--- config.mk ---
export PLATFORM = sky130hd
export DESIGN_NAME = csi2_packet_parser
export DESIGN_NICKNAME = d
export VERILOG_FILES = /design/src/rtl/csi2_pkg.sv /design/src/rtl/csi2_crc16.sv /design/src/rtl/csi2_packet_parser.sv
export SDC_FILE = /design/constraint.sdc
export NUM_CORES = 1
export LEC_CHECK = 0
export ABC_AREA = 1
export BUFFER_PORTS_ARGS = -buffer_cell sky130_fd_sc_hd__buf_2
export CAP_MARGIN = 25
export CORE_ASPECT_RATIO = 1.4
export CORE_MARGIN = 5
export CORE_UTILIZATION = 40
export CTS_BUF_LIST = sky130_fd_sc_hd__clkbuf_16
export DETAILED_ROUTE_END_ITERATION = 12
export PLACE_DENSITY = 0.59
export SYNTH_ARGS = -nofsm -noshare
export SYNTH_HDL_FRONTEND = slang
export SYNTH_SLANG_ARGS = --single-unit
--- constraint.sdc ---
create_clock -name clk -period 2 [get_ports clk]
set_input_delay 0.3 -clock clk [delete_from_list [all_inputs] [get_ports clk]]
set_output_delay 0.3 -clock clk [all_outputs]
set_load 0.1 [all_outputs]
--- src/rtl/csi2_pkg.sv ---
// Shared constants, FSM encoding and the CRC-16 byte step for the CSI-2 packet parser.
// The CRC engine is only built when CSI2_CRC_CHECK_EN is defined.
package csi2_pkg;

  localparam logic [5:0] DT_FS = 6'h00;
  localparam logic [5:0] DT_FE = 6'h01;
  localparam logic [5:0] DT_LS = 6'h02;
  localparam logic [5:0] DT_LE = 6'h03;

  localparam logic [15:0] CRC_POLY = 16'h8408;
  localparam logic [15:0] CRC_SEED = 16'hFFFF;

  typedef enum logic [2:0] {
    IDLE,
    HDR1,
    PAYLOAD,
    CRC,
    DONE
  } state_t;

  // Reflected CRC-16 advanced by one byte, LSB first.
  function automatic logic [15:0] crc16_byte(input logic [15:0] crc, input logic [7:0] data);
    logic [15:0] c;
    c = crc ^ {8'h00, data};
    for (int i = 0; i < 8; i++) begin
      c = c[0] ? ((c >> 1) ^ CRC_POLY) : (c >> 1);
    end
    return c;
  endfunction

endpackage

--- src/rtl/csi2_crc16.sv ---
// Running CRC-16 over up to two payload bytes per cycle; low byte is the earlier byte.
// Instantiated by csi2_packet_parser only under CSI2_CRC_CHECK_EN.
module csi2_crc16
  import csi2_pkg::*;
(
  input  logic        clk,
  input  logic        resetn,
  input  logic        i_clear,
  input  logic [15:0] i_data,
  input  logic [1:0]  i_be,
  output logic [15:0] o_crc
);

  logic [15:0] r_crc;
  logic [15:0] w_lo;
  logic [15:0] w_hi;

  always_comb begin
    w_lo = i_be[0] ? crc16_byte(r_crc, i_data[7:0]) : r_crc;
    w_hi = i_be[1] ? crc16_byte(w_lo, i_data[15:8]) : w_lo;
  end

  always_ff @(posedge clk) begin
    if (!resetn || i_clear) begin
      r_crc <= CRC_SEED;
    end else begin
      r_crc <= w_hi;
    end
  end

  assign o_crc = r_crc;

endmodule

--- src/rtl/csi2_packet_parser.sv ---
// CSI-2 packet parser: header decode, short-packet strobes, payload streaming and trailer consumption.
// Optional CRC-16 trailer check is enabled with `define CSI2_CRC_CHECK_EN.
module csi2_packet_parser
  import csi2_pkg::*;
#(
  parameter logic [15:0] MAX_WC       = 16'd8192,
  parameter logic [5:0]  DT_SHORT_MAX = 6'h0F
) (
  input  logic        clk,
  input  logic        resetn,
  input  logic [15:0] word_data,
  input  logic        word_vld,
  input  logic        invalid_start,
  output logic        packet_done,
  output logic        hdr_vld,
  output logic [1:0]  vc,
  output logic [5:0]  dt,
  output logic [15:0] wc,
  output logic        frame_start,
  output logic        frame_end,
  output logic        line_start,
  output logic        line_end,
  output logic [15:0] pix_data,
  output logic [1:0]  pix_be,
  output logic        pix_vld,
  output logic        pix_last,
  output logic        err_wc,
  output logic        err_sync,
  output logic        err_trunc,
  output logic        err_crc
);

  state_t      r_state;
  logic [15:0] r_word0;
  logic [15:0] r_rem;
  logic [7:0]  w_di;
  logic [15:0] w_wc;

  assign w_di = r_word0[7:0];
  assign w_wc = {word_data[7:0], r_word0[15:8]};

`ifdef CSI2_CRC_CHECK_EN
  logic        r_odd;
  logic [7:0]  r_crcLsb;
  logic [15:0] w_rxCrc;
  logic [15:0] w_crc;
  logic [1:0]  w_crcBe;
  logic        w_crcClear;

  assign w_rxCrc    = r_odd ? {word_data[7:0], r_crcLsb} : word_data;
  assign w_crcClear = (r_state == IDLE);
  assign w_crcBe    = (r_state == PAYLOAD && word_vld && !invalid_start) ?
                      ((r_rem == 16'd1) ? 2'b01 : 2'b11) : 2'b00;

  csi2_crc16 u_crc16 (
    .clk     (clk),
    .resetn  (resetn),
    .i_clear (w_crcClear),
    .i_data  (word_data),
    .i_be    (w_crcBe),
    .o_crc   (w_crc)
  );
`else
  assign err_crc = 1'b0;
`endif

  // DONE is visited twice after a short/oversize header so packet_done lands two cycles after word1.
  always_ff @(posedge clk) begin
    if (!resetn) begin
      r_state     <= IDLE;
      r_word0     <= '0;
      r_rem       <= '0;
      packet_done <= 1'b0;
      hdr_vld     <= 1'b0;
      vc          <= '0;
      dt          <= '0;
      wc          <= '0;
      frame_start <= 1'b0;
      frame_end   <= 1'b0;
      line_start  <= 1'b0;
      line_end    <= 1'b0;
      pix_data    <= '0;
      pix_be      <= '0;
      pix_vld     <= 1'b0;
      pix_last    <= 1'b0;
      err_wc      <= 1'b0;
      err_sync    <= 1'b0;
      err_trunc   <= 1'b0;
`ifdef CSI2_CRC_CHECK_EN
      r_odd       <= 1'b0;
      r_crcLsb    <= '0;
      err_crc     <= 1'b0;
`endif
    end else begin
      packet_done <= 1'b0;
      hdr_vld     <= 1'b0;
      frame_start <= 1'b0;
      frame_end   <= 1'b0;
      line_start  <= 1'b0;
      line_end    <= 1'b0;
      pix_be      <= 2'b00;
      pix_vld     <= 1'b0;
      pix_last    <= 1'b0;
      err_wc      <= 1'b0;
      err_sync    <= 1'b0;
      err_trunc   <= 1'b0;
`ifdef CSI2_CRC_CHECK_EN
      err_crc     <= 1'b0;
`endif
      if (invalid_start) begin
        err_sync <= 1'b1;
        r_state  <= IDLE;
      end else begin
        case (r_state)
          IDLE: begin
            if (word_vld) begin
              r_word0 <= word_data;
              r_state <= HDR1;
            end
          end
          HDR1: begin
            if (!word_vld) begin
              err_trunc <= 1'b1;
              r_state   <= IDLE;
            end else begin
              vc      <= w_di[7:6];
              dt      <= w_di[5:0];
              wc      <= w_wc;
              hdr_vld <= 1'b1;
              r_rem   <= w_wc;
`ifdef CSI2_CRC_CHECK_EN
              r_odd   <= w_wc[0];
`endif
              if (w_di[5:0] <= DT_SHORT_MAX) begin
                frame_start <= (w_di[5:0] == DT_FS);
                frame_end   <= (w_di[5:0] == DT_FE);
                line_start  <= (w_di[5:0] == DT_LS);
                line_end    <= (w_di[5:0] == DT_LE);
                r_state     <= DONE;
              end else if (w_wc > MAX_WC) begin
                err_wc  <= 1'b1;
                r_state <= DONE;
              end else if (w_wc == 16'd0) begin
                r_state <= CRC;
              end else begin
                r_state <= PAYLOAD;
              end
            end
          end
          PAYLOAD: begin
            if (!word_vld) begin
              err_trunc <= 1'b1;
              r_state   <= IDLE;
            end else begin
              pix_vld  <= 1'b1;
              pix_data <= word_data;
              if (r_rem > 16'd2) begin
                pix_be <= 2'b11;
                r_rem  <= r_rem - 16'd2;
              end else if (r_rem == 16'd2) begin
                pix_be   <= 2'b11;
                pix_last <= 1'b1;
                r_state  <= CRC;
              end else begin
                pix_be   <= 2'b01;
                pix_last <= 1'b1;
`ifdef CSI2_CRC_CHECK_EN
                r_crcLsb <= word_data[15:8];
`endif
                r_state  <= CRC;
              end
            end
          end
          CRC: begin
            if (!word_vld) begin
              err_trunc <= 1'b1;
              r_state   <= IDLE;
            end else begin
              packet_done <= 1'b1;
`ifdef CSI2_CRC_CHECK_EN
              err_crc     <= (w_rxCrc != w_crc);
`endif
              r_state     <= DONE;
            end
          end
          DONE: begin
            if (packet_done) begin
              r_state <= IDLE;
            end else begin
              packet_done <= 1'b1;
            end
          end
          default: r_state <= IDLE;
        endcase
      end
    end
  end

endmodule

==> results by group, run 1 <==
Detailed routing
  • DRC viols: 0
  • Wire per inst: 13.3 um
  • 1st-iter DRT viols: 132
  • Vias per inst: 4.85
  • Routed via count: 3573
  • Antenna Nets Post-Route: 0
  • Routed wire length: 9.80 mm
  • TritonRoute pass-1 iters: 4

Timing
  • FMAX: 0.600 GHz
  • Final hold vios: 0
  • Clk_skew: 8.25 ps
  • Tightest Pin Transition: 535 ps
  • Setup_tns: 0 ps
  • Min Tclk post-route: 1670 ps
  • Final setup violating endpoints: 0
  • Final Cycle Share: 83.3%
  • RSZ-0062 raised after global routing: false
  • Pins over their slew limit: 0
  • Worst slew margin: 64.3%

Setup path
  • Critical path cell sequence: inv_2 -> nand2_1 -> nor2_4 -> nand2_2 -> clkinv_1 -> o21ai_0 -> a21oi_1
  • Crit start category: flop
  • Crit-path slowest cell: dfxtp_1
  • Setup CP Type: flop to flop
  • Required time worst endpoint: 2220 ps
  • Worst path max stage delay: 430 ps
  • Critical path capture point type: flop
  • Delay-heaviest family, CP: buffers and inverters
  • Critical path data arrival time: 1880 ps
  • Critical-path maximum fanout: 18
  • CP Buf/Inv Count: 2

Synth
  • Yosys warnings: 0
  • Yosys top cell area share: 46.7%
  • Net count after synthesis: 573
  • Most common cell in the netlist: nand2_1
  • Gate Count Post-Synth: 552
  • Top cells by area, synth: dfxtp_1 47%, nand2_1 13%, nor2_1 13%
  • Number of synthesized flops with an enable pin: 0
  • Synth unique cells: 27
  • Register area share after synthesis: 46.7%
  • Async SR Flop Fraction: 0%
  • Commonest cells in the netlist: 128 x nand2_1, 127 x nor2_1, 88 x dfxtp_1
  • Top cell type by total area after synthesis: dfxtp_1
  • Most frequently used flop master after synthesis: dfxtp_1
  • Register bit count reported by yosys: 88
  • Synthesized area: 3770 um^2
  • Mean area per synthesized cell: 6.84 um^2

Clock tree
  • Clk_lat worst skew: 340 ps
  • Post-CTS setup buffers: 0
  • Num CTS Buffers: 9
  • CTS tree: done
  • Clock-pin slew on the worst setup and hold paths: 60 ps
  • CTS Hold Buffers Added: 0
  • Post-cts sizing count: 0
  • CTS Sinks: 88
  • Clk root buf: clkbuf_16
  • Clock tree buffer depth: 2
  • H-tree levels: 3

Die
  • DIE WIDTH: 92.1 um
  • Die area: 11500 um^2
  • Cell Rows: 42
  • Num ports: 74
  • Die extent in y: 125 um
  • Starting Density: 40.3%
  • Core footprint: 9350 um^2

Status
  • Status: finished, final reports clean

Global routing
  • Number of global-route vias before repair: 3348
  • Largest net degree at the start of global routing: 58
  • First-pass GRT wire length: 16.2 mm
  • Gr ovfl total: 0
  • Total track usage: 17.5%
  • Initial antenna violation count: 0

Placed design
  • Post-DP HPWL: 7.23 mm
  • Placed Instance Area: 4230 um^2
  • GPL Wtd Cong: 0.813
  • Port Buffers: 72

Worst hold path
  • Min-delay worst type: input port to flop

Power and ir drop
  • P_leak: 2.16 nW
  • Worst VDD drop: 462 uV
  • Power Dens Cells: 878 nW/um^2

Cells and area
  • Fin util: 48.6%
  • Fill cells: 973
  • Share of post-route cells with drive strength above 1: 16.9%
  • Nets@finish: 643
  • Final design instance area without fill: 4550 um^2
  • ANT cells: 0
  • Area Overhead vs Synth: 20.5%

Run
  • Max Cap Violations: 0
worst register-to-register path: stages (launching register included):
cell	delay [ps]
dfxtp_1	430
inv_2	80
nand2_1	100
nor2_4	60
nand2_2	120
clkinv_1	390
o21ai_0	300
a21oi_1	70
power breakdown:
| group | internal, W | switching [W] | leakage, nW | total [W] |
|---|---|---|---|---|
| sequential | 0.00180 | 0.0000327 | 0.713 | 0.00183 |
| combinational | 0.000114 | 0.000300 | 1.29 | 0.000414 |
| clock | 0.00108 | 0.000667 | 0.152 | 0.00175 |
| total | 0.00299 | 0.000999 | 2.16 | 0.00399 |
per-layer routing:
metal  wire [um]  track usage [%]  up-vias
li1            -                -     1879
met1        4380             21.6     1614
met2        4790             29.3       67
met3         477             4.53       13
met4         158             6.21        0
met5           0                0        -
flip-flops by register name, indices dropped and copies added (netlist names):
| signal | cells |
|---|---|
| wc | 16 |
| err_trunc | 1 |
| pix_last | 1 |
| line_end | 1 |
| pix_vld | 1 |
| line_start | 1 |
| frame_start | 1 |
| r_state | 3 |
| err_sync | 1 |
| frame_end | 1 |
| r_rem | 16 |
| r_word0 | 16 |
| pix_data | 16 |
| pix_be | 2 |
| err_wc | 1 |
| vc | 2 |
| dt | 6 |
| hdr_vld | 1 |
| packet_done | 1 |
kinds of logic (layout without fill, tap and decap cells):
group | count (synthesis) | in the layout | share of synthesized area, %
simple gates | 299 | 299 | 32.9
compound gates | 94 | 94 | 12.5
flops | 88 | 88 | 46.7
buf+inv | 69 | 144 | 7.46
fa+ha+maj | 1 | 1 | 0.332
other cells | 1 | 1 | 0.0994
final timing paths:
check              from          end  slack [ps]  depth (start not counted)
min reg2reg       dt[5]        dt[5]         460                          2
max reg2reg  r_state[2]  pix_data[0]         330                          7
max          r_state[2]  pix_data[0]         330                          7
min            word_vld    err_trunc         220                          2
cell type report:
type / instances / area, um^2 / area share, %
well taps: 110 / 138 / 3.03
inverters: 47 / 176 / 3.88
repair buffers: 81 / 428 / 9.41
flip-flops and latches: 88 / 1760 / 38.7
multi-input cells: 395 / 1730 / 38.1
clock buffers: 9 / 225 / 4.95
clock inverters: 7 / 87.6 / 1.93
per-stage QoR:
| stage | worst slack, ps | hold WS (ps) | total power, W | instances |
|---|---|---|---|---|
| after global routing | 52.7 | 223 | 0.00416 | 737 |
| after detailed placement | 331 | 455 | 0.00228 | 721 |
| final | 333 | 223 | 0.00399 | 737 |
| after floorplan | 511 | 379 | 0.00217 | 552 |
| after CTS | 329 | 208 | 0.00403 | 737 |
| after global placement | 377 | 453 | 0.00228 | 721 |
placed cells by master, fill, tap and decap left out, drive strengths merged:
master    instances
dfxtp            88
nor2            128
nand2           133
ha                1
a21oi            40
o21a              1
conb              1
nand3b            5
clkinvlp          1
o21ai            53
buf              81
inv              46
clkbuf            9
nor4              2
and2              1
nand3            26
nor3              2
clkinv            5
nand4             2
bufinv            2
Note: power is estimated with default switching activity, not from simulation.
==> run 2: changes to the inputs <==
- PLACE_DENSITY: 0.59 -> 0.61
- clock period: 2 -> 1.5 ns (I/O delays scaled with it)
==> run 2 against run 1 <==
First-iteration DRC count increased by 52%. Routed wire length increased by 6.9%. Critical path type unchanged. Die area unchanged. Fmax increased by 18%. Clock skew decreased by 2.6 ps. Design area increased by 8.6%. Sequential power increased by 33%. Highest routed layer unchanged. Power increased by 42%. Cell count increased by 3.4%. Register-to-register slack got worse by 240 ps. Worst hold slack got worse by 99 ps. Worst setup slack got worse by 240 ps.
==> results by group, run 2 (synthesis results as in run 1) <==
Status
  • Status: finished, final reports clean

Cells and area
  • Final design instance area without fill: 4940 um^2
  • ANT cells: 0
  • Share of post-route cells with drive strength above 1: 24.5%
  • Nets@finish: 668
  • Area Overhead vs Synth: 30.9%
  • Most frequent cells in the layout: 124 x nand2_1, 117 x nor2_1, 81 x dfxtp_1
  • Commonest non-fill, non-tap cell in the layout: nand2_1

Global routing
  • Largest net degree at the start of global routing: 58
  • Total track usage: 17.8%
  • Gr ovfl total: 0
  • First-pass GRT wire length: 16.4 mm
  • Number of global-route vias before repair: 3503
  • Initial antenna violation count: 0

Timing
  • RSZ-0062 raised after global routing: true
  • Final hold vios: 0
  • Tightest Pin Transition: 513 ps
  • FMAX: 0.710 GHz
  • Pins over their slew limit: 0
  • Setup_tns: 0 ps
  • Min Tclk post-route: 1410 ps
  • Final setup violating endpoints: 0
  • Worst slew margin: 65.8%
  • Clk_skew: 5.64 ps
  • Final Cycle Share: 93.8%

Placed design
  • Post-DP HPWL: 7.42 mm
  • Port Buffers: 72
  • GPL Wtd Cong: 0.853
  • Placed Instance Area: 4390 um^2

Worst hold path
  • Min-delay worst type: input port to flop

Die
  • Core footprint: 9350 um^2
  • Die extent in y: 125 um
  • Die area: 11500 um^2
  • Cell Rows: 42
  • DIE WIDTH: 92.1 um
  • Starting Density: 40.3%
  • Num ports: 74

Setup path
  • Critical path data arrival time: 1650 ps
  • Setup CP Type: flop to flop
  • Crit-path slowest cell: dfxtp_2
  • Critical path cell sequence: nand2_2 -> nor2_4 -> nand2_4 -> nand2_8 -> nand2_4 -> nor2_1 -> nor2_1
  • Required time worst endpoint: 1740 ps
  • Crit start category: flop
  • Critical path capture point type: flop
  • Critical-path maximum fanout: 11
  • Worst path max stage delay: 390 ps

Detailed routing
  • DRC viols: 0
  • Wire per inst: 13.8 um
  • Vias per inst: 4.91
  • Routed wire length: 10.5 mm
  • TritonRoute pass-1 iters: 4
  • Routed via count: 3744
  • 1st-iter DRT viols: 201
  • Antenna Nets Post-Route: 0

Clock tree
  • CTS Sinks: 88
  • Clk root buf: clkbuf_16
  • Clk_lat worst skew: 340 ps
  • Num CTS Buffers: 9
  • Clock tree buffer depth: 2
  • CTS tree: done
  • H-tree levels: 3
  • Clock-pin slew on the worst setup and hold paths: 60 ps

Power and ir drop
  • Worst VDD drop: 719 uV
  • P_leak: 2.34 nW
  • Power Dens Cells: 1140 nW/um^2

Run
  • Max Cap Violations: 0
[run 2: changes by cell type in the layout (fill, tap and decap cells not counted), moves of 6 or more]
cell | before | now
dfxtp_1 | 88 | 81
dfxtp_2 | 0 | 7
buf_4 | 9 | 24
nor2_1 | 127 | 117
nor2_2 | 0 | 6
[run 2: timing repair]
item / in CTS / in global routing
setup buffers: 0 / 5
endpoints found under the setup margin: 2 / 48
cloned: 0 / 3
pin swaps: 0 / 5
gates resized for setup: 1 / 46
hold buffers: 0 / 0
hold endpoints to repair: 0 / 0
[run 2: layer usage]
metal  vias up  GRT usage [%]  share of wire, %
li1       1936              -                 -
met1      1718           20.9                43
met2        79           31.1                51
met3        11           4.47               5.0
met4         0           6.56               1.6
met5         -              0                 0
[run 2: cell type report]
class / count / area (um^2)
timing repair buffer: 104 / 651
multi-input combinational: 397 / 1850
fill: 961 / 4420
inverter: 47 / 184
sequential: 88 / 1770
tap: 110 / 138
clock inverter: 7 / 120
clock buffer: 9 / 225
[run 2: worst max-delay path, delay by kind of cell (launching register included)]
kind | cells | cell delay (ps)
DFF | 1 | 390
and+or+nand+nor | 7 | 900
[run 2: through the flow]
stage	std cells	hold slack, ps	power (W)	util [%]	setup WS [ps]
final	762	124	0.00565	52.8	92.3
after CTS	754	119	0.00565	50.7	12.7
after global placement	738	451	0.00308	46.9	15.2
after detailed placement	738	455	0.00308	46.9	14.0
after global routing	762	138	0.00586	52.8	-9.45
after floorplan	552	304	0.00289	-	11.1
[run 2: final timing paths]
check	startpoint	cells after the start	slack [ps]	end
setup / recovery	r_state[1]	7	90	r_rem[8]
hold / removal	word_vld	2	120	err_trunc
hold reg to reg	r_state[2]	1	440	err_trunc
setup reg to reg	r_state[1]	7	90	r_rem[8]
[run 2: power by group]
group          total [W]  switching (W)  internal (W)  leakage (nW)
clock            0.00258       0.000951       0.00163         0.171
sequential       0.00244      0.0000449       0.00239         0.716
combinational   0.000631       0.000434      0.000197          1.45
total            0.00565        0.00143       0.00422          2.34
